--- src/rtl/cache_line_fill_ctrl_if.sv ---
// rtl/cache_line_fill_ctrl_if.sv - miss, memory, data-array and tag-RAM signals of the line-fill controller
interface cache_line_fill_ctrl_if #(
    parameter int ADDR_W = 32,
    parameter int DATA_W = 64
);
    localparam int TAG_W = ADDR_W - 12;

    logic              miss_valid;
    logic              miss_ready;
    logic [ADDR_W-1:0] miss_addr;
    logic              miss_dirty;
    logic [TAG_W-1:0]  victim_tag;
    logic              mem_req_valid;
    logic              mem_req_ready;
    logic              mem_req_we;
    logic [ADDR_W-1:0] mem_req_addr;
    logic              mem_wvalid;
    logic              mem_wready;
    logic [DATA_W-1:0] mem_wdata;
    logic              mem_rvalid;
    logic [DATA_W-1:0] mem_rdata;
    logic [63:0]       arr_set_en;
    logic [7:0]        arr_word_sel;
    logic              arr_we;
    logic              arr_re;
    logic [DATA_W-1:0] arr_wdata;
    logic [DATA_W-1:0] arr_rdata;
    logic              tag_we;
    logic [TAG_W-1:0]  tag_wdata;
    logic              tag_valid_wdata;
    logic              fill_done;
    logic              busy;

    modport master (
        input  miss_valid, miss_addr, miss_dirty, victim_tag,
        input  mem_req_ready, mem_wready, mem_rvalid, mem_rdata, arr_rdata,
        output miss_ready, mem_req_valid, mem_req_we, mem_req_addr, mem_wvalid, mem_wdata,
        output arr_set_en, arr_word_sel, arr_we, arr_re, arr_wdata,
        output tag_we, tag_wdata, tag_valid_wdata, fill_done, busy
    );

    modport slave (
        output miss_valid, miss_addr, miss_dirty, victim_tag,
        output mem_req_ready, mem_wready, mem_rvalid, mem_rdata, arr_rdata,
        input  miss_ready, mem_req_valid, mem_req_we, mem_req_addr, mem_wvalid, mem_wdata,
        input  arr_set_en, arr_word_sel, arr_we, arr_re, arr_wdata,
        input  tag_we, tag_wdata, tag_valid_wdata, fill_done, busy
    );
endinterface

--- src/rtl/cache_line_fill_ctrl.sv ---
// rtl/cache_line_fill_ctrl.sv - data-cache miss sequencer: victim writeback, line fill, tag commit
// CACHE_CWF_EN selects critical-word-first read bursts.
module cache_line_fill_ctrl #(
    parameter int ADDR_W = 32,
    parameter int DATA_W = 64
) (
    input  logic                  clk,
    input  logic                  rst_n,
    cache_line_fill_ctrl_if.master bus
);
    localparam int TAG_W = ADDR_W - 12;

    typedef enum logic [2:0] {
        S_IDLE, S_WB_REQ, S_WB_DATA, S_RD_REQ, S_RD_DATA, S_COMMIT
    } state_t;

    state_t            state_q, state_d;
    logic [TAG_W-1:0]  tag_q, vtag_q;
    logic [5:0]        set_q;
    logic [2:0]        word_q, cnt_q;
    logic              wv_q, fresh_q, inv_done_q;
    logic [DATA_W-1:0] wdata_q;
    logic [2:0]        in_start, rd_start;
    logic              unused_addr_bits;
    logic              accept, req_hs;

`ifdef CACHE_CWF_EN
    logic [2:0] mword_q;
    assign in_start         = bus.miss_addr[5:3];
    assign rd_start         = mword_q;
    assign unused_addr_bits = ^bus.miss_addr[2:0];

    always_ff @(posedge clk or negedge rst_n) begin
        if (!rst_n)      mword_q <= 3'd0;
        else if (accept) mword_q <= bus.miss_addr[5:3];
    end
`else
    assign in_start         = 3'd0;
    assign rd_start         = 3'd0;
    assign unused_addr_bits = ^bus.miss_addr[5:0];
`endif

    assign accept = (state_q == S_IDLE) && bus.miss_valid;
    assign req_hs = bus.mem_req_valid && bus.mem_req_ready;

    always_ff @(posedge clk or negedge rst_n) begin
        if (!rst_n) state_q <= S_IDLE;
        else        state_q <= state_d;
    end

    always_comb begin
        state_d = state_q;
        case (state_q)
            S_IDLE:    if (accept) state_d = bus.miss_dirty ? S_WB_REQ : S_RD_REQ;
            S_WB_REQ:  if (req_hs) state_d = S_WB_DATA;
            S_WB_DATA: if (wv_q && bus.mem_wready && word_q == 3'd7) state_d = S_RD_REQ;
            S_RD_REQ:  if (req_hs) state_d = S_RD_DATA;
            S_RD_DATA: if (bus.mem_rvalid && cnt_q == 3'd7) state_d = S_COMMIT;
            S_COMMIT:  state_d = S_IDLE;
            default:   state_d = S_IDLE;
        endcase
    end

    // Writeback beat: one arr_re cycle, then wvalid held; first wvalid cycle forwards arr_rdata live.
    always_ff @(posedge clk or negedge rst_n) begin
        if (!rst_n) begin
            tag_q      <= '0;
            vtag_q     <= '0;
            set_q      <= 6'd0;
            word_q     <= 3'd0;
            cnt_q      <= 3'd0;
            wv_q       <= 1'b0;
            fresh_q    <= 1'b0;
            inv_done_q <= 1'b0;
            wdata_q    <= '0;
        end else begin
            inv_done_q <= (state_q == S_RD_REQ);
            case (state_q)
                S_IDLE: if (accept) begin
                    tag_q  <= bus.miss_addr[ADDR_W-1:12];
                    set_q  <= bus.miss_addr[11:6];
                    vtag_q <= bus.victim_tag;
                    word_q <= bus.miss_dirty ? 3'd0 : in_start;
                    cnt_q  <= 3'd0;
                end
                S_WB_DATA: if (!wv_q) begin
                    wv_q    <= 1'b1;
                    fresh_q <= 1'b1;
                end else begin
                    fresh_q <= 1'b0;
                    if (fresh_q) wdata_q <= bus.arr_rdata;
                    if (bus.mem_wready) begin
                        wv_q   <= 1'b0;
                        word_q <= (word_q == 3'd7) ? rd_start : word_q + 3'd1;
                    end
                end
                S_RD_DATA: if (bus.mem_rvalid) begin
                    word_q <= word_q + 3'd1;
                    cnt_q  <= cnt_q + 3'd1;
                end
                default: ;
            endcase
        end
    end

    always_comb begin
        bus.miss_ready      = (state_q == S_IDLE);
        bus.busy            = (state_q != S_IDLE);
        bus.mem_req_valid   = (state_q == S_WB_REQ) || (state_q == S_RD_REQ);
        bus.mem_req_we      = (state_q == S_WB_REQ);
        bus.mem_req_addr    = '0;
        if (state_q == S_WB_REQ) bus.mem_req_addr = {vtag_q, set_q, 6'b0};
        if (state_q == S_RD_REQ) bus.mem_req_addr = {tag_q, set_q, rd_start, 3'b0};
        bus.mem_wvalid      = (state_q == S_WB_DATA) && wv_q;
        bus.mem_wdata       = bus.mem_wvalid ? (fresh_q ? bus.arr_rdata : wdata_q) : '0;
        bus.arr_set_en      = bus.busy ? (64'd1 << set_q) : 64'd0;
        bus.arr_word_sel    = bus.busy ? (8'd1 << word_q) : 8'd0;
        bus.arr_re          = (state_q == S_WB_DATA) && !wv_q;
        bus.arr_we          = (state_q == S_RD_DATA) && bus.mem_rvalid;
        bus.arr_wdata       = bus.mem_rdata;
        bus.tag_we          = ((state_q == S_RD_REQ) && !inv_done_q) || (state_q == S_COMMIT);
        bus.tag_wdata       = bus.tag_we ? tag_q : '0;
        bus.tag_valid_wdata = (state_q == S_COMMIT);
        bus.fill_done       = (state_q == S_COMMIT);
    end
endmodule

--- src/flat_wrapper.sv ---
// flat-port wrapper written by rule: the top's interface ports become plain ports
module cache_line_fill_ctrl_flat 
#(
    parameter int ADDR_W = 32,
    parameter int DATA_W = 64
)
  (clk, rst_n, bus_miss_valid, bus_miss_addr, bus_miss_dirty, bus_victim_tag, bus_mem_req_ready, bus_mem_wready, bus_mem_rvalid, bus_mem_rdata, bus_arr_rdata, bus_miss_ready, bus_mem_req_valid, bus_mem_req_we, bus_mem_req_addr, bus_mem_wvalid, bus_mem_wdata, bus_arr_set_en, bus_arr_word_sel, bus_arr_we, bus_arr_re, bus_arr_wdata, bus_tag_we, bus_tag_wdata, bus_tag_valid_wdata, bus_fill_done, bus_busy);
  cache_line_fill_ctrl_if #(.ADDR_W(ADDR_W), .DATA_W(DATA_W)) bus_i ();
  input  logic clk;
  input  logic rst_n;
  input wire logic [$bits(bus_i.miss_valid)-1:0] bus_miss_valid;
  input wire logic [$bits(bus_i.miss_addr)-1:0] bus_miss_addr;
  input wire logic [$bits(bus_i.miss_dirty)-1:0] bus_miss_dirty;
  input wire logic [$bits(bus_i.victim_tag)-1:0] bus_victim_tag;
  input wire logic [$bits(bus_i.mem_req_ready)-1:0] bus_mem_req_ready;
  input wire logic [$bits(bus_i.mem_wready)-1:0] bus_mem_wready;
  input wire logic [$bits(bus_i.mem_rvalid)-1:0] bus_mem_rvalid;
  input wire logic [$bits(bus_i.mem_rdata)-1:0] bus_mem_rdata;
  input wire logic [$bits(bus_i.arr_rdata)-1:0] bus_arr_rdata;
  output wire logic [$bits(bus_i.miss_ready)-1:0] bus_miss_ready;
  output wire logic [$bits(bus_i.mem_req_valid)-1:0] bus_mem_req_valid;
  output wire logic [$bits(bus_i.mem_req_we)-1:0] bus_mem_req_we;
  output wire logic [$bits(bus_i.mem_req_addr)-1:0] bus_mem_req_addr;
  output wire logic [$bits(bus_i.mem_wvalid)-1:0] bus_mem_wvalid;
  output wire logic [$bits(bus_i.mem_wdata)-1:0] bus_mem_wdata;
  output wire logic [$bits(bus_i.arr_set_en)-1:0] bus_arr_set_en;
  output wire logic [$bits(bus_i.arr_word_sel)-1:0] bus_arr_word_sel;
  output wire logic [$bits(bus_i.arr_we)-1:0] bus_arr_we;
  output wire logic [$bits(bus_i.arr_re)-1:0] bus_arr_re;
  output wire logic [$bits(bus_i.arr_wdata)-1:0] bus_arr_wdata;
  output wire logic [$bits(bus_i.tag_we)-1:0] bus_tag_we;
  output wire logic [$bits(bus_i.tag_wdata)-1:0] bus_tag_wdata;
  output wire logic [$bits(bus_i.tag_valid_wdata)-1:0] bus_tag_valid_wdata;
  output wire logic [$bits(bus_i.fill_done)-1:0] bus_fill_done;
  output wire logic [$bits(bus_i.busy)-1:0] bus_busy;
  assign bus_i.miss_valid = bus_miss_valid;
  assign bus_i.miss_addr = bus_miss_addr;
  assign bus_i.miss_dirty = bus_miss_dirty;
  assign bus_i.victim_tag = bus_victim_tag;
  assign bus_i.mem_req_ready = bus_mem_req_ready;
  assign bus_i.mem_wready = bus_mem_wready;
  assign bus_i.mem_rvalid = bus_mem_rvalid;
  assign bus_i.mem_rdata = bus_mem_rdata;
  assign bus_i.arr_rdata = bus_arr_rdata;
  assign bus_miss_ready = bus_i.miss_ready;
  assign bus_mem_req_valid = bus_i.mem_req_valid;
  assign bus_mem_req_we = bus_i.mem_req_we;
  assign bus_mem_req_addr = bus_i.mem_req_addr;
  assign bus_mem_wvalid = bus_i.mem_wvalid;
  assign bus_mem_wdata = bus_i.mem_wdata;
  assign bus_arr_set_en = bus_i.arr_set_en;
  assign bus_arr_word_sel = bus_i.arr_word_sel;
  assign bus_arr_we = bus_i.arr_we;
  assign bus_arr_re = bus_i.arr_re;
  assign bus_arr_wdata = bus_i.arr_wdata;
  assign bus_tag_we = bus_i.tag_we;
  assign bus_tag_wdata = bus_i.tag_wdata;
  assign bus_tag_valid_wdata = bus_i.tag_valid_wdata;
  assign bus_fill_done = bus_i.fill_done;
  assign bus_busy = bus_i.busy;
  cache_line_fill_ctrl #(.ADDR_W(ADDR_W), .DATA_W(DATA_W)) u_core (.clk(clk), .rst_n(rst_n), .bus(bus_i));
endmodule
--- config.mk ---
export PLATFORM = sky130hd
export DESIGN_NAME = cache_line_fill_ctrl_flat
export DESIGN_NICKNAME = d
export VERILOG_FILES = /design/src/rtl/cache_line_fill_ctrl_if.sv /design/src/rtl/cache_line_fill_ctrl.sv /design/src/flat_wrapper.sv
export SDC_FILE = /design/constraint.sdc
export NUM_CORES = 1
export LEC_CHECK = 0
export BUFFER_PORTS_ARGS = -buffer_cell sky130_fd_sc_hd__buf_4
export CAP_MARGIN = 10
export CORE_AREA = 4 4 174 176
export CTS_CLUSTER_DIAMETER = 100
export CTS_CLUSTER_SIZE = 14
export DETAILED_ROUTE_END_ITERATION = 10
export DIE_AREA = 0 0 178 180
export PLACE_DENSITY = 0.57
export SYNTH_ARGS = -nofsm -noshare
export SYNTH_HDL_FRONTEND = slang
export SYNTH_SLANG_ARGS = --single-unit
--- constraint.sdc ---
create_clock -name clk -period 3.6 [get_ports clk]
set_input_delay 0.18 -clock clk [delete_from_list [all_inputs] [get_ports clk]]
set_output_delay 0.18 -clock clk [all_outputs]
set_load 0.005 [all_outputs]
After elaboration in Yosys (flattened, before gate mapping)
Cells that the tools add are included.
- reductions and logical operators: 22
- multiplexer cells: 25
- $add $sub $neg: 2
- shift-type cells: 2
- eq/ne operators: 15
- operator list (kind ; count):
    2-to-1 mux 64 bit ; 3
    2-to-1 mux 32 bit ; 2
    << shifter 1 x 6 -> 64 bit (first input constant) ; 1
    2-to-1 mux 3 bit ; 11
    2-to-1 mux 20 bit ; 1
    one-hot mux 3 bit (5 select lines) ; 1
    equality test 3 bit (second input constant) ; 4
    inequality test 2 x 1 -> 1 bit (second input constant) ; 6
    AND reduction 5 bit ; 2
    logical AND 1 bit ; 9
    one-hot mux 3 bit (3 select lines) ; 1
    2-to-1 mux 8 bit ; 1
    << shifter 1 x 3 -> 8 bit (first input constant) ; 1
    adder 3 x 1 -> 3 bit (second input constant) ; 2
    equality test 3 x 2 -> 1 bit (second input constant) ; 2
    one-hot mux 3 bit (2 select lines) ; 1
    nonzero test 3 bit ; 2
    inequality test 2 bit (second input constant) ; 2
    AND reduction 2 bit ; 2
    equality test 3 x 1 -> 1 bit (second input constant) ; 1
    logical NOT 3 bit ; 1
    2-to-1 mux 1 bit ; 3
    AND reduction 3 bit ; 1
    logical NOT 1 bit ; 2
    3 further kinds ; 4
- output and inout port bits: 262
- register bits after elaboration: 122
- input port bits: 187
- word-level logic and storage cells: 76

Logic depth before layout (Yosys ltp)
- word-level depth: 5
- depth in mapped cells: 7
- gate-level depth less buffers: 5

Worst setup path after synthesis
Ideal clock, no wire load.
- kind: reg-to-reg
- start point: reg u_core.state_q[0]
- end point: reg u_core.vtag_q[10]
- stages on the path, launching flop included: 6
- setup time: 0.125 ns
- data required time: 3.475 ns
- path slack: 1.894 ns
- data arrival time: 1.581 ns
- cells stage by stage: dfrtp_1 -> nor3_1 -> and2_2 -> buf_6 -> buf_8 -> mux2_2
- cells in the longest elaborated chain, start to end: 3
- RTL lines (element ; RTL line ; RTL):
    start: declaration ; cache_line_fill_ctrl.sv:17 ; state_t state_q, state_d;
    start signal: assignment ; cache_line_fill_ctrl.sv:48 ; else state_q <= state_d;
    logical NOT 3 bit (*) ; n/a ;
    via bus_miss_ready ; flat_wrapper.sv:20 ; output wire logic [$bits(bus_i.miss_ready)-1:0] bus_miss_ready;
    logical AND 1 bit ; cache_line_fill_ctrl.sv:43 ; assign accept = (state_q == S_IDLE) && bus.miss_valid;
    AND reduction 2 bit (no source line) (*) ; n/a ;
    end signal: assignment ; cache_line_fill_ctrl.sv:82 ; vtag_q <= bus.victim_tag;
    end: declaration ; cache_line_fill_ctrl.sv:18 ; logic [TAG_W-1:0] tag_q, vtag_q;
Mark *: on every way through the listed nets, which the timed path passes. The rest lies on a longest branch.
A chain may end at the register's enable or synchronous reset.

Final worst setup path
- start point: reg u_core.state_q[1]
- end point: out bus_tag_wdata[8]
- cells in the longest elaborated chain, start to end: 4
- RTL lines (element ; RTL line ; RTL):
    equality test 3 x 2 -> 1 bit ; cache_line_fill_ctrl.sv:121 ; bus.tag_we = ((state_q == S_RD_REQ) && !inv_done_q) || (state_q == S_COMMIT);
    logical AND 1 bit ; cache_line_fill_ctrl.sv:121 ;
    logical OR 1 bit (*) ; cache_line_fill_ctrl.sv:121 ;
    2-to-1 mux 20 bit (*) ; cache_line_fill_ctrl.sv:122 ; bus.tag_wdata = bus.tag_we ? tag_q : '0;
    end: declaration ; flat_wrapper.sv:32 ; output wire logic [$bits(bus_i.tag_wdata)-1:0] bus_tag_wdata;
Mark *: on every way between the ends. The rest lies on a longest branch, timed or not.

==> implementation parameters <==
Parameter                              Value

Logic synthesis
  Number of flops mapped to enable cells by yosys    0
  Biggest area consumer among synthesized cells    dfrtp_1
  Area fraction in compound gates after synthesis    1.02%
  Proportion of register bits with asynchronous set or reset after synthesis    100%
  Yosys warning total    0
  Multiplexer area fraction after synthesis    31.3%
  Simple-gate share of the synthesized area    14.4%
  Cell area after synthesis    0.00751 mm2
  Share of the yosys chip area belonging to registers    40.6%
  Instance count of the mapped netlist    696
  Post-synthesis share of cell area spent on full adders, half adders and majority gates    1.33%
  Synth Area per Inst    10.8 um2
  Leading register cell type out of synthesis    dfrtp_1
  Proportion of netlist area held by the largest area contributor    40.6%
  Synth Area in XOR/XNOR    0.233%
  Dominant combinational cell family by area after synthesis    multiplexers
  Number of unique standard cell types used by synthesis    43
  Register bit total from synthesis    122
  Top cells by area in the synthesized netlist    dfrtp_1 (41%), mux2_4 (12%), mux2i_1 (11%)

GRT
  Initial antenna violation count    0
  Number of global-route vias before repair    6455
  Grt total ovfl    0
  Global-route wire length before repair    37.8 mm
  Maximum number of pins on one net before global-route repair    65
  Global routing usage summed across all routing layers    14.9%

STA
  Post-layout minimum cycle time    2.65 ns
  Final setup viols    0
  Slew headroom    32.7%
  Period Utilization, post-route    73.5%
  Worst-Margin Slew    0.996 ns
  Achievable Freq    378 MHz
  Post-route clock skew    0.00995 ns
  Total count of max-transition violations in the final report    0
  Final Hold Viols    0
  Setup repair after global routing missed its margin    no
  Worst path setup slack after routing    0.954 ns
  TNS Setup    0 ns

Critical path
  Register-to-Register Path Depth    4
  Data arrival at the endpoint of the critical path    2.47 ns
  Endpoint of the worst register-to-register path    u_core.tag_q[3]
  Crit path launch    u_core.state_q[1]
  Critical Path RT    3.42 ns
  Worst reg2reg startpoint    u_core.state_q[0]
  Critical Path Sink Type    output pin
  Highest fanout seen on the critical path    31
  Setup slack of the worst register-to-register path    1.11 ns
  Worst Setup Start Kind    flip-flop
  Worst Setup Path Type    reg2out
  Worst Setup EP    bus_tag_wdata[8]

Pwr
  Gate power share    52.2%
  Leakage power figure    0.00570 uW
  Net load switching power    3410 uW
  Cell Pwr Density    824 mW/mm2
  Cell-internal power    5960 uW
  Switching share of power    36.4%
  Clk pwr share    19.4%
  Reg power frac    28.3%
  Max rail drop VDD    0.000400 V

Floorplan
  Cell row count    62
  Core region area    0.0286 mm2
  Die Height    180 um
  Die Outline Area    0.0320 mm2
  # IOs    449
  Die width    178 um
  Initial core utilization    26.2%

Clock network
  Worst-case clock buffer depth    2
  Clock Tree Root    clkbuf_16
  Clock edge transition at the registers on the reported setup and hold paths    0.06 ns
  CTS tree    done
  Worst-Skew Late Latency    0.41 ns
  Number of buffers created by CTS    17
  Clock H-tree levels    4
  Num Clock Sinks    122
  Post_cts resized    0

Layout
  Fillers    2799
  Area added between synthesis and finish    51.3%
  Most common cell after layout, fill and taps aside    buf_4
  Final net count    1233
  Number of non-filler instances in the completed layout    1435
  Leading cell types in the layout, fill and taps excluded    buf_4 (320), nor2_1 (156), dfrtp_1 (120)
  N_diodes    0
  Fraction of final layout cells sized beyond drive strength 1    44.6%

Detailed routing
  Drt wl/cell    17.3 um
  Antenna viol nets, final    0
  Number of design rule violations left after detail routing    0
  TritonRoute pass-1 iters    4
  Drt initial violations    172
  Post-Route WL    24.8 mm
  Via/cell ratio    4.30
  Overall via count from detail_route    6167

Placement
  Count of input and output buffers    308
  RD Place Congestion    0.757
  Instance count after placement with tap cells included    1290
  Detailed-placement wirelength estimate    18.1 mm
  Minimum setup slack after placement    1.14 ns

Outcome
  Status    complete, no violations

Flow run
  Maximum Capacitance Violations    0

Min path
  Path category of the worst min-delay check    in2reg
==> power groups by stage <==
stage / Clock (uW) / Combinational, uW / Sequential [uW]
floorplan: 0 / 3350 / 2380
global placement: 0 / 4820 / 2640
detailed placement: 0 / 4850 / 2650
CTS: 1870 / 4960 / 2650
global route: 1940 / 5310 / 2770
finish: 1820 / 4890 / 2650
==> per-stage QoR <==
step	util [%]	power [uW]	hold WS [ns]	instance area [um2]
after detailed placement	33.6	7500	0.314	9620
after global placement	33.6	7470	0.316	9620
after global routing	39.7	10000	0.0639	11400
after CTS	39.7	9490	0.0475	11400
after floorplan	-	5730	-0.116	7530
final	39.7	9370	0.0641	11400
==> Yosys cell counts, drive strengths merged, types with 2 or more instances <==
library cell,n
mux2,112
ha,8
nand2,6
nor2,156
nor3b,4
dfrtp,122
mux2i,86
and3,6
nand3b,6
nor3,2
or3b,2
nor2b,4
o21ai,5
buf,94
a221oi,2
inv,7
and2,31
clkbuf,21
nand3,4
nand2b,4
xnor2,2
==> per-layer routing <==
metal,wire (um),vias to the layer above,track usage (%)
met5,0,-,0
li1,-,2931,-
met3,1490,45,3.40
met1,8970,2978,15.6
met4,802,0,6.31
met2,13500,213,28.2
==> worst max-delay path, cell delays in order, from the launching register on <==
cell     delay (ns)
dfrtp_2        0.39
buf_4          0.44
nor3b_1        0.24
o21a_1         0.61
and2_1         0.25
buf_4          0.12
==> worst min-delay path by stage <==
stage / startpoint / endpoint / slack (ns) / depth (start not counted)
final: bus_miss_dirty / u_core.state_q[1] / 0.06 / 3
after global routing: bus_miss_dirty / u_core.state_q[1] / 0.06 / 3
after CTS: bus_miss_dirty / u_core.state_q[1] / 0.05 / 3
after detailed placement: rst_n / u_core.vtag_q[1] / 0.31 / 1
after global placement: rst_n / u_core.vtag_q[1] / 0.32 / 1
after floorplan: rst_n / u_core.cnt_q[0] / -0.12 / 0
==> state kept, by name, indices dropped and copies added, names as in the netlist <==
name               cells
u_core.set_q           6
u_core.word_q          3
u_core.state_q         3
u_core.cnt_q           3
u_core.wdata_q        64
u_core.wv_q            1
u_core.vtag_q         20
u_core.inv_done_q      1
u_core.tag_q          20
u_core.fresh_q         1
==> area by class of cell <==
| class | count | area (um2) | area share, % |
|---|---|---|---|
| Sequential cell | 122 | 3060 | 26.9 |
| Inverter | 7 | 26.3 | 0.231 |
| Clock inverter | 14 | 186 | 1.64 |
| Timing Repair Buffer | 433 | 3530 | 31.1 |
| Tap cell | 384 | 480 | 4.23 |
| Multi-Input combinational cell | 457 | 3650 | 32.1 |
| Clock buffer | 18 | 429 | 3.78 |
==> logic make-up after synthesis <==
logic type,count (synthesis)
AND/OR/NAND/NOR,231
multiplexers,198
buffers and inverters,122
XOR/XNOR,2
AO/OA/AOI/OAI,12
flip-flops,122
other,1
adder cells (fa/ha/maj),8
==> timing repair <==
item                      in CTS  in global routing
hold buffers                 113                  0
buffers inserted               0                  0
hold endpoints to repair     166                  0
(Power assumes the default switching activity.)
